$ cat src/rtl/ram_scan_pkg.sv
// Shared types and constants for the RAM scan reader slice.
// FSM state encoding, default geometry, checksum width.
package ram_scan_pkg;

  localparam int ADDR_W_DEF = 5;
  localparam int DATA_W_DEF = 4;
  localparam int CSUM_W     = 8;

  typedef enum logic [1:0] {
    IDLE,
    FETCH,
    PRESENT,
    DONE
  } scan_state_t;

endpackage

$ cat src/rtl/ram_scan_csum.sv
// Running 8-bit sum of transferred words, cleared on scan start.
// Ports: i_clk, i_rst_n, i_clr, i_en, i_data in; o_sum out.
module ram_scan_csum
  import ram_scan_pkg::*;
#(
  parameter int DATA_W = DATA_W_DEF
) (
  input  logic              i_clk,
  input  logic              i_rst_n,
  input  logic              i_clr,
  input  logic              i_en,
  input  logic [DATA_W-1:0] i_data,
  output logic [CSUM_W-1:0] o_sum
);

  logic [CSUM_W-1:0] r_sum;
  logic [CSUM_W-1:0] w_ext;

  assign w_ext = {{(CSUM_W-DATA_W){1'b0}}, i_data};

  always_ff @(posedge i_clk) begin
    if (!i_rst_n) r_sum <= '0;
    else if (i_clr) r_sum <= '0;
    else if (i_en) r_sum <= r_sum + w_ext;
  end

  assign o_sum = r_sum;

endmodule

$ cat src/rtl/ram_scan_reader.sv
// Walks a RAM address range and streams words over valid/ready.
// Ports: i_clk, i_rst_n, i_start, i_start_addr, i_count, i_rd_data,
//   i_out_ready in; o_busy, o_done, o_rd_addr, o_out_valid,
//   o_out_data, o_out_addr, o_checksum out.
// Macro SCAN_CHECKSUM_EN enables the checksum; otherwise it is 0.
module ram_scan_reader
  import ram_scan_pkg::*;
#(
  parameter int ADDR_W = ADDR_W_DEF,
  parameter int DATA_W = DATA_W_DEF
) (
  input  logic              i_clk,
  input  logic              i_rst_n,
  input  logic              i_start,
  input  logic [ADDR_W-1:0] i_start_addr,
  input  logic [ADDR_W:0]   i_count,
  output logic              o_busy,
  output logic              o_done,
  output logic [ADDR_W-1:0] o_rd_addr,
  input  logic [DATA_W-1:0] i_rd_data,
  output logic              o_out_valid,
  input  logic              i_out_ready,
  output logic [DATA_W-1:0] o_out_data,
  output logic [ADDR_W-1:0] o_out_addr,
  output logic [CSUM_W-1:0] o_checksum
);

  localparam logic [ADDR_W:0] FULL = {1'b1, {ADDR_W{1'b0}}};

  scan_state_t       r_state;
  logic              r_busy;
  logic              r_done;
  logic              r_valid;
  logic [ADDR_W-1:0] r_rd_addr;
  logic [DATA_W-1:0] r_out_data;
  logic [ADDR_W-1:0] r_out_addr;
  logic [ADDR_W:0]   r_remaining;

  always_ff @(posedge i_clk) begin
    if (!i_rst_n) begin
      r_state     <= IDLE;
      r_busy      <= 1'b0;
      r_done      <= 1'b0;
      r_valid     <= 1'b0;
      r_rd_addr   <= '0;
      r_out_data  <= '0;
      r_out_addr  <= '0;
      r_remaining <= '0;
    end else begin
      unique case (r_state)
        IDLE: begin
          if (i_start) begin
            r_rd_addr   <= i_start_addr;
            r_remaining <= (i_count == '0) ? FULL : i_count;
            r_busy      <= 1'b1;
            r_state     <= FETCH;
          end
        end
        FETCH: begin
          r_out_data <= i_rd_data;
          r_out_addr <= r_rd_addr;
          r_valid    <= 1'b1;
          r_state    <= PRESENT;
        end
        PRESENT: begin
          if (i_out_ready) begin
            r_valid     <= 1'b0;
            r_remaining <= r_remaining - 1'b1;
            if (r_remaining == 1) begin
              r_done  <= 1'b1;
              r_state <= DONE;
            end else begin
              r_rd_addr <= r_rd_addr + 1'b1;
              r_state   <= FETCH;
            end
          end
        end
        DONE: begin
          r_done  <= 1'b0;
          r_busy  <= 1'b0;
          r_state <= IDLE;
        end
        default: r_state <= IDLE;
      endcase
    end
  end

  assign o_busy      = r_busy;
  assign o_done      = r_done;
  assign o_out_valid = r_valid;
  assign o_rd_addr   = r_rd_addr;
  assign o_out_data  = r_out_data;
  assign o_out_addr  = r_out_addr;

`ifdef SCAN_CHECKSUM_EN
  logic w_hs;
  logic w_clr;

  // Valid is high exactly in PRESENT, so this is the handshake.
  assign w_hs  = (r_state == PRESENT) && i_out_ready;
  assign w_clr = (r_state == IDLE) && i_start;

  ram_scan_csum #(
    .DATA_W (DATA_W)
  ) u_csum (
    .i_clk   (i_clk),
    .i_rst_n (i_rst_n),
    .i_clr   (w_clr),
    .i_en    (w_hs),
    .i_data  (r_out_data),
    .o_sum   (o_checksum)
  );
`else
  assign o_checksum = '0;
`endif

endmodule

$ cat config.mk
export PLATFORM = sky130hd
export DESIGN_NAME = ram_scan_reader
export DESIGN_NICKNAME = d
export VERILOG_FILES = /design/src/rtl/ram_scan_pkg.sv /design/src/rtl/ram_scan_csum.sv /design/src/rtl/ram_scan_reader.sv
export SDC_FILE = /design/constraint.sdc
export NUM_CORES = 1
export LEC_CHECK = 0
export CORE_MARGIN = 8
export CORE_UTILIZATION = 48
export CTS_CLUSTER_SIZE = 16
export DETAILED_ROUTE_END_ITERATION = 6
export MAX_ROUTING_LAYER = met4
export PLACE_DENSITY_LB_ADDON = 0.08
export SLEW_MARGIN = 25
export SYNTH_ARGS = -nofsm -noshare
export SYNTH_HDL_FRONTEND = slang
export SYNTH_SLANG_ARGS = --single-unit
$ cat constraint.sdc
create_clock -name i_clk -period 3.6 [get_ports i_clk]
set_input_delay 0.72 -clock i_clk [delete_from_list [all_inputs] [get_ports i_clk]]
set_output_delay 0.72 -clock i_clk [all_outputs]
set_load 0.02 [all_outputs]
### Yosys cells after proc, flatten, opt, wreduce, memory -nomap -nowiden

Index checks and enable logic that the tools add are counted.

| cells by class | value |
|---|---|
| add/sub/neg operators | 2 |
| equal/unequal tests | 8 |
| multiplexer cells | 19 |
| reductions and logical operators | 12 |

Operator list:

| cell | number |
|---|---|
| 6-bit two-way mux | 3 |
| 5-bit two-way mux | 3 |
| 6-bit one-hot mux with 2 select lines | 1 |
| 5-bit one-hot mux with 2 select lines | 1 |
| 2-bit != test, second input constant | 4 |
| 2-bit one-hot mux with 4 select lines | 1 |
| 2-bit nonzero test | 4 |
| 6-bit by 1-bit == test with 1-bit output, second input constant | 1 |
| 6-bit zero test | 1 |
| 2-bit two-way mux | 3 |
| 1-bit one-hot mux with 2 select lines | 3 |
| 2-bit AND reduction | 3 |
| 3-bit AND reduction | 2 |
| 6-bit by 1-bit subtractor with 6-bit output, second input constant | 1 |
| 5-bit by 1-bit adder with 5-bit output, second input constant | 1 |
| 2-bit == test, second input constant | 2 |
| 1-bit two-way mux | 4 |
| 4-bit AND reduction | 1 |
| 2-bit by 1-bit == test with 1-bit output, second input constant | 1 |
| 2-bit zero test | 1 |

| storage, ports and cells | value |
|---|---|
| register bits after elaboration | 25 |
| input port bits | 19 |
| output and inout port bits | 25 |
| logic and storage cells | 49 |

### Longest topological paths before layout

| logic depth | value |
|---|---|
| word-level depth | 4 |
| depth in mapped cells | 6 |
| depth with buffers taken out | 6 |

### Worst setup path after synthesis

OpenSTA, ideal clock, no wires.

| path | value |
|---|---|
| kind | in2reg |
| start | in i_out_ready |
| end | reg r_remaining[5] |
| library setup time | 0.117 ns |
| arrival | 1.599 ns |
| data required time | 3.483 ns |
| slack | 1.884 ns |
| stages on the path | 5 |
| buffers on the path | 1 |
| path through | mux2i_1 or2_1 clkbuf_1 nor2_1 a32o_1 |

| on the way | value |
|---|---|
| longest elaborated chain between the ends | 2 |

RTL lines:

| element | RTL line | RTL |
|---|---|---|
| start, declared | ram_scan_reader.sv:22 | `input logic i_out_ready,` |
| 2-bit != test (no line) | - |  |
| 3-bit AND reduction (no line) | - |  |
| end signal, assigned | ram_scan_reader.sv:54 | `r_remaining <= (i_count == '0) ? FULL : i_count;` |
| end signal, assigned | ram_scan_reader.sv:68 | `r_remaining <= r_remaining - 1'b1;` |
| end, declared | ram_scan_reader.sv:37 | `logic [ADDR_W:0] r_remaining;` |

Every way passes these cells.
A chain may end at the register's enable or synchronous reset.

### Worst setup path after layout

| path | value |
|---|---|
| start | reg r_rd_addr[2], in the netlist o_rd_addr[2] |
| end | out o_rd_addr[2] |

RTL lines:

| element | RTL line | RTL |
|---|---|---|
| start, declared | ram_scan_reader.sv:34 | `logic [ADDR_W-1:0] r_rd_addr;` |
| start signal, assigned | ram_scan_reader.sv:53 | `r_rd_addr <= i_start_addr;` |
| start signal, assigned | ram_scan_reader.sv:73 | `r_rd_addr <= r_rd_addr + 1'b1;` |
| end, declared | ram_scan_reader.sv:19 | `output logic [ADDR_W-1:0] o_rd_addr,` |

No word-level cell between the ends.

==> flow_summary.yaml <==
drt:
  postRouteAntennaNets: 0
  drt_iter0_drc: 66
  via_count: 1219
  viasPerCell: 5.52
  wl_mm: 3.17
  first_pass_iters: 4
  post_drt_wl_per_cell_um: 14.3
  drcViolationCount: 0
synthesis:
  yosys.area.top_type_share_pct: 39.3
  yosysWarnings: 0
  ys.flop_type: "dfxtp_1"
  synth-seq-area-share_pct: 39.3
  synthCells: 162
  avgSynthCellArea_um2: 7.87
  ys_top_cells_by_count: "26 x nand2_1, 25 x dfxtp_1, 24 x a21oi_1"
  synth-edff-count: 0
  synth_top_area_cell: "dfxtp_1"
  synth_seq_cells: 25
  synthTopCellsByArea: "dfxtp_1 39%, a21oi_1 9.4%, nand2_1 7.7%"
  yosysMostFrequentCell: "nand2_1"
  synth_area_um2: 1270
  ys_async_sr_fraction_pct: 0
  synthDistinctLibCells: 38
sta:
  fin_ws_ns: 1.45
  min_period_ns: 2.15
  hold_violations: 0
  rsz0062_at_grt: "false"
  setup_viol: 0
  period_share_pct: 59.7
  drv_slew: 0
  tns_ns: 0
  fmax_mhz: 465
  relSlewSlack_pct: 54.6
  fin_worst_skew_ns: 0.00737
  tightest_slew_ns: 0.680
setup_path:
  cp_data_arrival_time_ns: 1.43
  worstSetupStartpointType: "register"
  critPathSlowestCell: "clkdlybuf4s50_1"
  end_kind: "output port"
  crit_type: "register to output port"
  critical_path.cell_chain: "clkdlybuf4s50_1"
  path_buf_inv: 1
  cp.required_ns: 2.88
  max_stage_delay_ns: 0.64
  crit_family: "buffers and inverters"
  crit_fanout: 6
cts:
  cts_sinks: 25
  cts_tree: "built"
  cts_buffers: 3
  postCtsSetupRepairBufs: 0
  postCtsHoldBufs: 0
  clk_path_buf_depth: 2
  htreeDepth: 1
  post_cts_resized: 0
  clk_pin_slew_ns: 0.15
  clock_latency_ns: 0.33
  cts-root-buf: "clkbuf_4"
die:
  row_count: 18
  start_util_pct: 51.0
  core_um2: 2500
  die_x_um: 67.5
  ios: 44
  die_h_um: 67.5
  die_area_um2: 4560
power:
  comb_power_share_pct: 25.7
  leakage_nw: 0.589
  p_int_mw: 0.409
  switching_share_pct: 32.3
  p_per_area_nw_per_um2: 373
  seq_power_share_pct: 52.8
  switching_power_mw: 0.195
  worst_ir_drop_vdd_v: 0.000257
  p_clk_share_pct: 21.5
global_route:
  grt_pass1_wl_mm: 5.33
  antenna_found_initial: 0
  grt_start_max_net_pins: 23
  grt_pass1_vias: 1139
  gr-total-overflow: 0
  track_usage_pct: 15.1
finish:
  n_antenna_cell: 0
  fin_nets: 214
  final_area_um2: 1620
  final_util_pct: 64.9
  drive_gt1_share_pct: 3.14
  area_growth_pct: 27.2
  finalNonFillerCells: 221
  fillers: 218
placement:
  placed_cell_area_um2: 1590
  place_hpwl_mm: 2.39
  port_buffers: 35
  pre_cts_slack_ns: 1.24
  dp.cells: 217
  place_congestion: 0.830
run_status:
  outcome: "finished, final reports clean"
flow_run:
  cap_violations: 0
worst_hold_path:
  min_path_type: "register to register"
==> final timing paths <==
check / startpoint / endpoint / slack [ns] / depth (start not counted)
max: o_rd_addr[2] / o_rd_addr[2] / 1.45 / 1
min: o_out_addr[2] / o_out_addr[2] / 0.46 / 2
max reg2reg: r_state[1] / r_remaining[5] / 1.79 / 4
min reg2reg: o_out_addr[2] / o_out_addr[2] / 0.46 / 2
==> cell type report <==
cell class	instances	area, um2	area share, %
Clock buffer	3	22.5	1.39
Sequential cell	25	500	30.9
Timing Repair Buffer	35	350	21.6
Clock inverter	1	5.00	0.309
Inverter	3	11.3	0.694
Multi-Input combinational cell	124	694	42.8
Tap cell	30	37.5	2.31
==> power by group through the flow <==
stage	Clock, mW	Sequential [mW]	Combinational, mW
2_1_floorplan	0	0.331	0.0927
3_3_place_gp	0	0.324	0.154
3_5_place_dp	0	0.325	0.156
4_1_cts	0.132	0.319	0.156
5_1_grt	0.144	0.323	0.172
6_report	0.130	0.319	0.155
==> worst register-to-register path, cell delays in order (launching register included) <==
cell and delay (ns):
dfxtp_1 0.61, mux2i_1 0.48, or2_1 0.30, nor2_1 0.09, a32o_1 0.24
==> state kept, by name, summed over array words and instances, names as in the netlist <==
signal       flops
r_remaining      6
r_state          2
o_out_addr       5
o_rd_addr        5
o_out_data       4
o_done           1
o_busy           1
o_out_valid      1
==> stage by stage <==
step           hold slack (ns)  power (mW)
2_1_floorplan            0.473       0.424
3_3_place_gp             0.441       0.477
3_5_place_dp             0.448       0.480
4_1_cts                  0.467       0.607
5_1_grt                  0.488       0.639
6_report                 0.464       0.604
==> metal layers <==
layer | vias up | share of wire, % | global-route usage (%)
li1 | 610 | - | -
met1 | 565 | 45 | 19.1
met5 | - | 0 | -
met3 | 5 | 7.9 | 3.31
met2 | 39 | 46 | 23.4
met4 | 0 | 1.3 | 4.70
==> cells in the final DEF, fill, tap and decap left out, types with 2 or more instances in the layout <==
cell             instances
nor3_1                   6
a21oi_1                 24
a21o_1                   3
a311oi_1                 2
nor2_1                  12
a211oi_1                 4
nand2b_1                 5
ha_1                     3
dfxtp_1                 25
clkbuf_4                 3
nand3_1                  4
o21ai_0                  5
clkdlybuf4s50_1         35
nor4bb_1                 2
inv_1                    3
conb_1                   8
nand2_1                 26
==> cell families (layout without fill, tap and decap cells) <==
group	after synthesis	in the layout	synth area share [%]
and+or+nand+nor	65	65	25.0
other	1	8	0.294
muxes	1	1	0.785
AOI/OAI and AO/OA	47	47	23.4
buffers and inverters	20	42	8.34
adders and majority gates	3	3	2.94
DFF	25	25	39.3
(Power assumes the default switching activity.)
